### src/rtl/mmio_io_ctrl.sv
// mmio_io_ctrl: bus-mapped switches, debounced buttons and N-digit 7-seg scan.
// Define MMIO_IO_CTRL_IRQ_EN for IRQMASK at 0x14 and a registered button irq.
module mmio_io_ctrl #(
  parameter logic [31:0] BASE_ADDR  = 32'h0000_0100,
  parameter int          N_DIGITS   = 4,
  parameter int          SW_W       = 8,
  parameter int          BTN_W      = 4,
  parameter int          DEB_CYCLES = 250000,
  parameter int          SCAN_DIV   = 50000
) (
  input  logic                clk,
  input  logic                reset,
  input  logic                we,
  input  logic [31:0]         adr,
  input  logic [31:0]         wdata,
  output logic [31:0]         rdata,
  input  logic [SW_W-1:0]     sw,
  input  logic [BTN_W-1:0]    btn,
  output logic [6:0]          seg,
  output logic [N_DIGITS-1:0] an,
  output logic                irq
);
  localparam int DW = 4 * N_DIGITS;
  localparam int CW = $clog2(DEB_CYCLES + 1);
  localparam int PW = $clog2(SCAN_DIV + 1);
  localparam int IW = (N_DIGITS > 1) ? $clog2(N_DIGITS) : 1;

  logic              hit;
  logic              wr;
  logic [2:0]        sel;
  logic [SW_W-1:0]   sw_s1, sw_s2;
  logic [BTN_W-1:0]  btn_s1, btn_s2;
  logic [BTN_W-1:0]  deb, deb_nxt, rise;
  logic [BTN_W-1:0]  edges, clr;
  logic [CW-1:0]     cnt [BTN_W];
  logic [DW-1:0]     disp;
  logic [N_DIGITS-1:0] blank;
  logic [PW-1:0]     presc;
  logic [IW-1:0]     idx;
  logic [3:0]        nib;
  logic              unused;

  assign hit = (adr[31:5] == BASE_ADDR[31:5]);
  assign sel = adr[4:2];
  assign wr  = we & hit;
  assign clr = (wr && sel == 3'd2) ? wdata[BTN_W-1:0] : '0;
  assign nib = disp[{idx, 2'b00} +: 4];
  assign unused = ^{adr[1:0], wdata};

  function automatic logic [6:0] hex7(input logic [3:0] v);
    case (v)
      4'h0: hex7 = 7'h40;
      4'h1: hex7 = 7'h79;
      4'h2: hex7 = 7'h24;
      4'h3: hex7 = 7'h30;
      4'h4: hex7 = 7'h19;
      4'h5: hex7 = 7'h12;
      4'h6: hex7 = 7'h02;
      4'h7: hex7 = 7'h78;
      4'h8: hex7 = 7'h00;
      4'h9: hex7 = 7'h10;
      4'hA: hex7 = 7'h08;
      4'hB: hex7 = 7'h03;
      4'hC: hex7 = 7'h46;
      4'hD: hex7 = 7'h21;
      4'hE: hex7 = 7'h06;
      default: hex7 = 7'h0E;
    endcase
  endfunction

  // level flips only after DEB_CYCLES consecutive disagreeing samples
  always_comb begin
    deb_nxt = deb;
    for (int k = 0; k < BTN_W; k++) begin
      if (btn_s2[k] != deb[k] && cnt[k] == CW'(DEB_CYCLES - 1))
        deb_nxt[k] = ~deb[k];
    end
  end

  assign rise = deb_nxt & ~deb;

  always_ff @(posedge clk or posedge reset) begin
    if (reset) begin
      sw_s1  <= '0;
      sw_s2  <= '0;
      btn_s1 <= '0;
      btn_s2 <= '0;
      deb    <= '0;
      for (int k = 0; k < BTN_W; k++) cnt[k] <= '0;
    end else begin
      sw_s1  <= sw;
      sw_s2  <= sw_s1;
      btn_s1 <= btn;
      btn_s2 <= btn_s1;
      deb    <= deb_nxt;
      for (int k = 0; k < BTN_W; k++) begin
        if (btn_s2[k] == deb[k] || deb_nxt[k] != deb[k])
          cnt[k] <= '0;
        else
          cnt[k] <= cnt[k] + 1'b1;
      end
    end
  end

  always_ff @(posedge clk or posedge reset) begin
    if (reset) begin
      disp  <= '0;
      blank <= '0;
      edges <= '0;
    end else begin
      if (wr && sel == 3'd3) disp  <= wdata[DW-1:0];
      if (wr && sel == 3'd4) blank <= wdata[N_DIGITS-1:0];
      edges <= (edges & ~clr) | rise;
    end
  end

  always_ff @(posedge clk or posedge reset) begin
    if (reset) begin
      presc <= '0;
      idx   <= '0;
      an    <= '1;
      seg   <= 7'h7F;
    end else begin
      if (presc == PW'(SCAN_DIV - 1)) begin
        presc <= '0;
        idx   <= (idx == IW'(N_DIGITS - 1)) ? '0 : idx + 1'b1;
      end else begin
        presc <= presc + 1'b1;
      end
      if (blank[idx]) begin
        an  <= '1;
        seg <= 7'h7F;
      end else begin
        an  <= ~(N_DIGITS'(1) << idx);
        seg <= hex7(nib);
      end
    end
  end

`ifdef MMIO_IO_CTRL_IRQ_EN
  logic [BTN_W-1:0] mask;

  always_ff @(posedge clk or posedge reset) begin
    if (reset) begin
      mask <= '0;
      irq  <= 1'b0;
    end else begin
      if (wr && sel == 3'd5) mask <= wdata[BTN_W-1:0];
      irq <= |(edges & mask);
    end
  end
`else
  assign irq = 1'b0;
`endif

  always_comb begin
    rdata = '0;
    if (hit) begin
      case (sel)
        3'd0: rdata = 32'(sw_s2);
        3'd1: rdata = 32'(deb);
        3'd2: rdata = 32'(edges);
        3'd3: rdata = 32'(disp);
        3'd4: rdata = 32'(blank);
`ifdef MMIO_IO_CTRL_IRQ_EN
        3'd5: rdata = 32'(mask);
`endif
        default: rdata = '0;
      endcase
    end
  end
endmodule
### config.mk
export PLATFORM = sky130hd
export DESIGN_NAME = mmio_io_ctrl
export DESIGN_NICKNAME = d
export VERILOG_FILES = /design/src/rtl/mmio_io_ctrl.sv
export SDC_FILE = /design/constraint.sdc
export NUM_CORES = 1
export LEC_CHECK = 0
export BUFFER_PORTS_ARGS = -buffer_cell sky130_fd_sc_hd__buf_4
export CORE_MARGIN = 4
export CORE_UTILIZATION = 45
export DETAILED_ROUTE_END_ITERATION = 10
export PLACE_DENSITY = 0.66
export SYNTH_ARGS = -nofsm -noshare
export SYNTH_HDL_FRONTEND = slang
export SYNTH_SLANG_ARGS = --single-unit
### constraint.sdc
create_clock -name clk -period 7.85 [get_ports clk]
set_input_delay 1.57 -clock clk [delete_from_list [all_inputs] [get_ports clk]]
set_output_delay 1.57 -clock clk [all_outputs]
set_load 0.05 [all_outputs]
---- Word-level counts from Yosys, hierarchy flattened ----
Memories as Yosys holds them, arrays and structs flattened.
Cells that the tools add are included.
operators by class
  add/subtract/negate cells ............... 6
  reduce and logical (&&, ||, !) cells .... 12
  eq/ne operators ......................... 23
  magnitude comparators ................... 1
  multiplexer cells ....................... 17
  multipliers ............................. 0
  bitwise logic cells ..................... 11
  shift-type cells ........................ 2
  div/mod/pow operators ................... 0
operator list
  operator               count
  $pmux 16 s5            1
  $add 18x1->18 const B  4
  $eq 18x18->1 const B   4
  $mux 18                4
  $mux 16                2
  $eq 27x4->1 const B    1
  $add 16x1->16 const B  1
  $eq 16x16->1 const B   1
  $shiftx 16x5->4        1
  $not 4->4              3
  $and 4x4->4            2
  $mux 4                 2
  $ne 1x1->1             8
  $logic_and 1x1->1      7
  $mux 7                 1
  $eq 3x2->1 const B     2
  $mux 1                 5
  $eq 1x1->1             4
  $logic_or 1x1->1       4
  $not 1->1              4
  $or 4x4->4             1
  $shl 1x2->4 const A    1
  $eq 3x1->1 const B     1
  $eq 3x3->1 const B     1
  other kinds (7)        7
word-level totals
  latch bits .............................. 0
  memories kept ........................... 1
  register bits ........................... 153
  memory bits (writable) .................. 0
  ROM bits ................................ 112
  output and inout port bits .............. 44
memory list
  name             depth  width  rd ports  clocked after Yosys merged registers in  wr ports  RTL line  RTL
  (no name shown)  16     7      1         0                                        0         51        case (v)

---- Depth between registers and ports, before layout ----
  depth after elaboration ................. 7
  mapped depth ............................ 10
  gate-level depth less buffers ........... 9

---- Worst setup path after synthesis ----
No wires, ideal clock.
  path type ............................... input port to output port
  from .................................... input adr[2]
  to ...................................... output rdata[6]
  data required time ...................... 6.280 ns
  arrival time ............................ 3.831 ns
  slack ................................... 2.449 ns
  buffers on the path ..................... 2
  cell stages on the path ................. 5
  cell sequence ........................... clkbuf_1 and2_1 clkbuf_1 a22oi_1 nor4_1
between the ends
  cells in the longest elaborated chain, start to end .. 3
  elaborated cells between the ends (all ways) .. 7
RTL lines
  element                                   RTL line  RTL
  from (decl)                               14        input logic [31:0] adr,
  $eq 3x3->1, or another cell as far along  159       case (sel)
  $pmux 16 s5 (*)                           159
  $mux 16 (*)                               158       if (hit) begin
  to (decl)                                 16        output logic [31:0] rdata,
Every way passes the cells marked *; elsewhere a longest branch is shown, timed or not.

---- Final worst setup path ----
  from .................................... input adr[14]
  to ...................................... output rdata[0]
between the ends
  cells in the longest elaborated chain, start to end .. 2
RTL lines
  element      RTL line  RTL
  $eq 27x4->1  43        assign hit = (adr[31:5] == BASE_ADDR[31:5]);
  $mux 16      158
Every way passes these cells.

==> results.json <==
{
  "timing.setup.tns_ns": 0,
  "design.core.area_sq_um": 16000,
  "dominant_register_cell_in_the_synthesized_netlist": "sky130_fd_sc_hd__dfrtp_1",
  "route.detailed.vias_per_inst": 5.357,
  "area_growth_pct": 18.79,
  "die_x_um": 136.3,
  "clock_sink_count": 153,
  "grt_pass1_wl_um": 26210,
  "synth.most_common_cell": "sky130_fd_sc_hd__dfrtp_1",
  "syn_area_sq_um": 7405,
  "diodes": 0,
  "cts_setup_buffers": 0,
  "use_met3_pct": 4.996,
  "synthCells": 698,
  "grt_remaining_overflow": 0,
  "reg2reg_to": "cnt[34]$_DFF_PP0_",
  "finalHoldViolCount": 0,
  "vias_in_the_first_global_route": 5312,
  "route.antenna.remaining_nets": 0,
  "max_slew.worst_pin.slew_ns": 1.126,
  "worst_path_dominant_cell_family": "simple AND/OR/NAND/NOR gates",
  "crit-reg2reg-launch": "cnt[18]$_DFF_PP0_",
  "cts.path.max_buffers": 2,
  "htree_num_levels": 4,
  "worstPathCellList": "buf_4 > nor4_1 > nand4_1 > a211oi_1 > and2_1 > buf_4",
  "via_count": 5437,
  "syn-mean-instance-area_sq_um": 10.61,
  "path_common_cell": "sky130_fd_sc_hd__buf_4",
  "drt_drc_violations_left": 0,
  "synth_largest_area_cell": "sky130_fd_sc_hd__dfrtp_1",
  "cells_on_worst_hold_path": 0,
  "first_iter_violations": 406,
  "place.detailed.instances": 983,
  "firstDrtPassIters": 5,
  "clock_tree_from_tritoncts": "done",
  "cellLeakagePower_uw": 0.003780,
  "holdBufCountCts": 0,
  "crit_path_top_delay_cell": "sky130_fd_sc_hd__a211oi_1",
  "worst-path-max-fanout": 8,
  "num_io_pins": 123,
  "yosys.cell_types.count": 52,
  "instances_no_fill": 1015,
  "grt_antenna_before_repair": 0,
  "numCtsBuffers": 17,
  "synth.top_cells.by_count": "142 x sky130_fd_sc_hd__dfrtp_1, 68 x sky130_fd_sc_hd__nor2_1, 44 x sky130_fd_sc_hd__nand2_1",
  "worst-r2r-setup-slack_ns": 5.03,
  "count_of_flip_flops_with_a_built_in_enable_after_synthesis": 0,
  "status": "finished clean",
  "clock_skew_ns": 0.006560,
  "hold_path_startpoint": "sw_s1[0]$_DFF_PP0_",
  "setup_repair_after_global_routing_missed_its_margin": "no",
  "timing.final.max_slew_violations": 0,
  "hold_slack_final_ns": 0.3436,
  "worst_ir_drop_vdd_uv": 174.6,
  "timing.max_cap.violations": 0,
  "grt.total_usage_pct": 17.80,
  "finalInstanceArea_sq_um": 8796,
  "post-route-min-period_ns": 4.854,
  "design.die.area_sq_um": 18570,
  "placement.setup.worst_slack_ns": 3.012,
  "placed_area_sq_um": 8203,
  "max_slew_margin_pct": 24.14,
  "synth_area_leaders": "sky130_fd_sc_hd__dfrtp_1 48%, sky130_fd_sc_hd__xnor2_1 4.6%, sky130_fd_sc_hd__mux2_2 4.4%",
  "grt_start_max_net_pins": 88,
  "gr-usage-met1_pct": 23.32,
  "fillerInstances": 1379,
  "critical_path_class": "input pin to output pin",
  "worst_setup_hold_path_clk_slew_ns": 0.07,
  "place.port_buffers": 87,
  "crit_required_ns": 6.28,
  "yosysWarningCount": 0,
  "synth_seq_area_share_pct": 51.89,
  "start_util_pct": 46.28,
  "timing.fmax_mhz": 206.0,
  "globalRoute.busiestLayer": "met2",
  "wl_um": 15640,
  "synthDominantCellAreaShare_pct": 47.99,
  "wl_per_cell_um": 15.40,
  "end_point_of_the_worst_hold_path": "sw_s2[0]$_DFF_PP0_",
  "cp.buffers_inverters": 2,
  "rows": 46,
  "met2_layer_usage_reported_by_global_route_pct": 28.73,
  "fraction_of_final_layout_cells_sized_beyond_drive_strength_1_pct": 22.15,
  "setup_viol": 0,
  "post_synthesis_sequential_element_count": 153,
  "hold_class": "register to register",
  "worst_r2r_path_depth": 9,
  "cp-start-kind": "input pin",
  "power_density_nw_per_um2": 193.9,
  "detailedPlacementHpwl_um": 11180,
  "cts_root_buffer": "sky130_fd_sc_hd__clkbuf_16",
  "die_height_um": 136.3,
  "slowest_delay_ns": 0.47,
  "final.setup.worst_slack_ns": 2.996,
  "synth_async_sr_flop_share_pct": 100.0,
  "globalplace.congestion": 0.8792,
  "post_cts_resized": 0,
  "design.final.nets": 884,
  "ratio_of_final_minimum_period_to_clock_period_pct": 61.83,
  "worstPathArrival_ns": 3.28,
  "clk-insertion-delay-late_ns": 0.42,
  "crit_path_end_kind": "output pin"
}
==> final cells by class <==
cell class | instances | area (sq um) | share of cell area, %
flip-flops and latches | 153 | 3842 | 43.68
multi-input cells | 494 | 3297 | 37.48
repair buffers | 90 | 675.6 | 7.681
clock buffers | 17 | 425.4 | 4.836
well taps | 216 | 270.3 | 3.073
clock inverters | 15 | 167.7 | 1.906
inverters | 30 | 117.6 | 1.337
==> worst max-delay path by stage <==
stage | start | end | slack (ns) | cells past startpoint
after global placement | adr[10] | rdata[3] | 3.06 | 6
after CTS | adr[14] | rdata[0] | 3.00 | 6
final | adr[14] | rdata[0] | 3.00 | 6
after global routing | adr[10] | rdata[2] | 2.91 | 6
after detailed placement | adr[14] | rdata[0] | 3.01 | 6
after floorplan | reset | blank[0]$_DFFE_PP0P_ | 2.18 | 1
==> routing by layer <==
metal,part of all wire [%],wire length (um),up-vias
li1,-,-,2622
met1,46,7124,2682
met2,48,7573,125
met3,5.2,814,8
met4,0.77,121,0
met5,0,0,-
==> power breakdown <==
| part | internal (uW) | switching, uW | leakage, uW |
|---|---|---|---|
| combinational | 29.5 | 54.8 | 0.00150 |
| sequential | 800 | 7.99 | 0.00200 |
| clock | 474 | 339 | 0.000278 |
==> cell usage in the layout (no fill, tap or decap), drive strengths merged, types with 4 or more instances in the layout <==
cell type	synthesis	final
a22oi	12	12
and2	11	11
o221ai	5	5
o22ai	4	4
mux4	4	4
a41oi	4	4
nand3	32	32
nor2	68	68
or4	10	10
and3	13	13
conb	1	17
xor2	19	19
and4	5	5
o21ai	14	14
clkbuf	17	17
clkinvlp	0	4
a21oi	19	19
nor4b	4	4
xnor2	39	39
nor3	18	18
o31ai	6	6
dfstp	11	11
nor2b	7	7
nand2b	7	7
dfrtp	142	142
mux2	29	29
or3	14	14
clkinv	0	5
inv	30	34
nand4	17	17
nand2	44	44
mux2i	7	7
buf	20	90
nor4	26	26
ha	19	19
==> state kept, by name, indices dropped and copies added, names as in the netlist <==
name    count
btn_s2      4
an          4
sw_s2       8
presc      16
cnt        72
deb         4
btn_s1      4
edges       4
idx         2
seg         7
disp       16
blank       4
sw_s1       8
==> cell families after synthesis <==
logic type               count (synthesis)  share of synthesized area (%)
other                                    1                        0.05064
AND/OR/NAND/NOR                        286                          20.50
multiplexers                            40                          6.573
buffers and inverters                   67                          4.393
flip-flops                             153                          51.89
XOR/XNOR                                58                          6.860
adder cells (fa/ha/maj)                 19                          3.211
AO/OA/AOI/OAI                           74                          6.522
==> metrics by stage <==
step	total power, uW	utilization, %
2_1_floorplan	878.3	-
3_3_place_gp	905.1	51.27
3_5_place_dp	908.0	51.27
4_1_cts	1728	54.97
5_1_grt	1775	54.97
6_report	1705	54.97
Note: power is estimated with default switching activity, not from simulation.
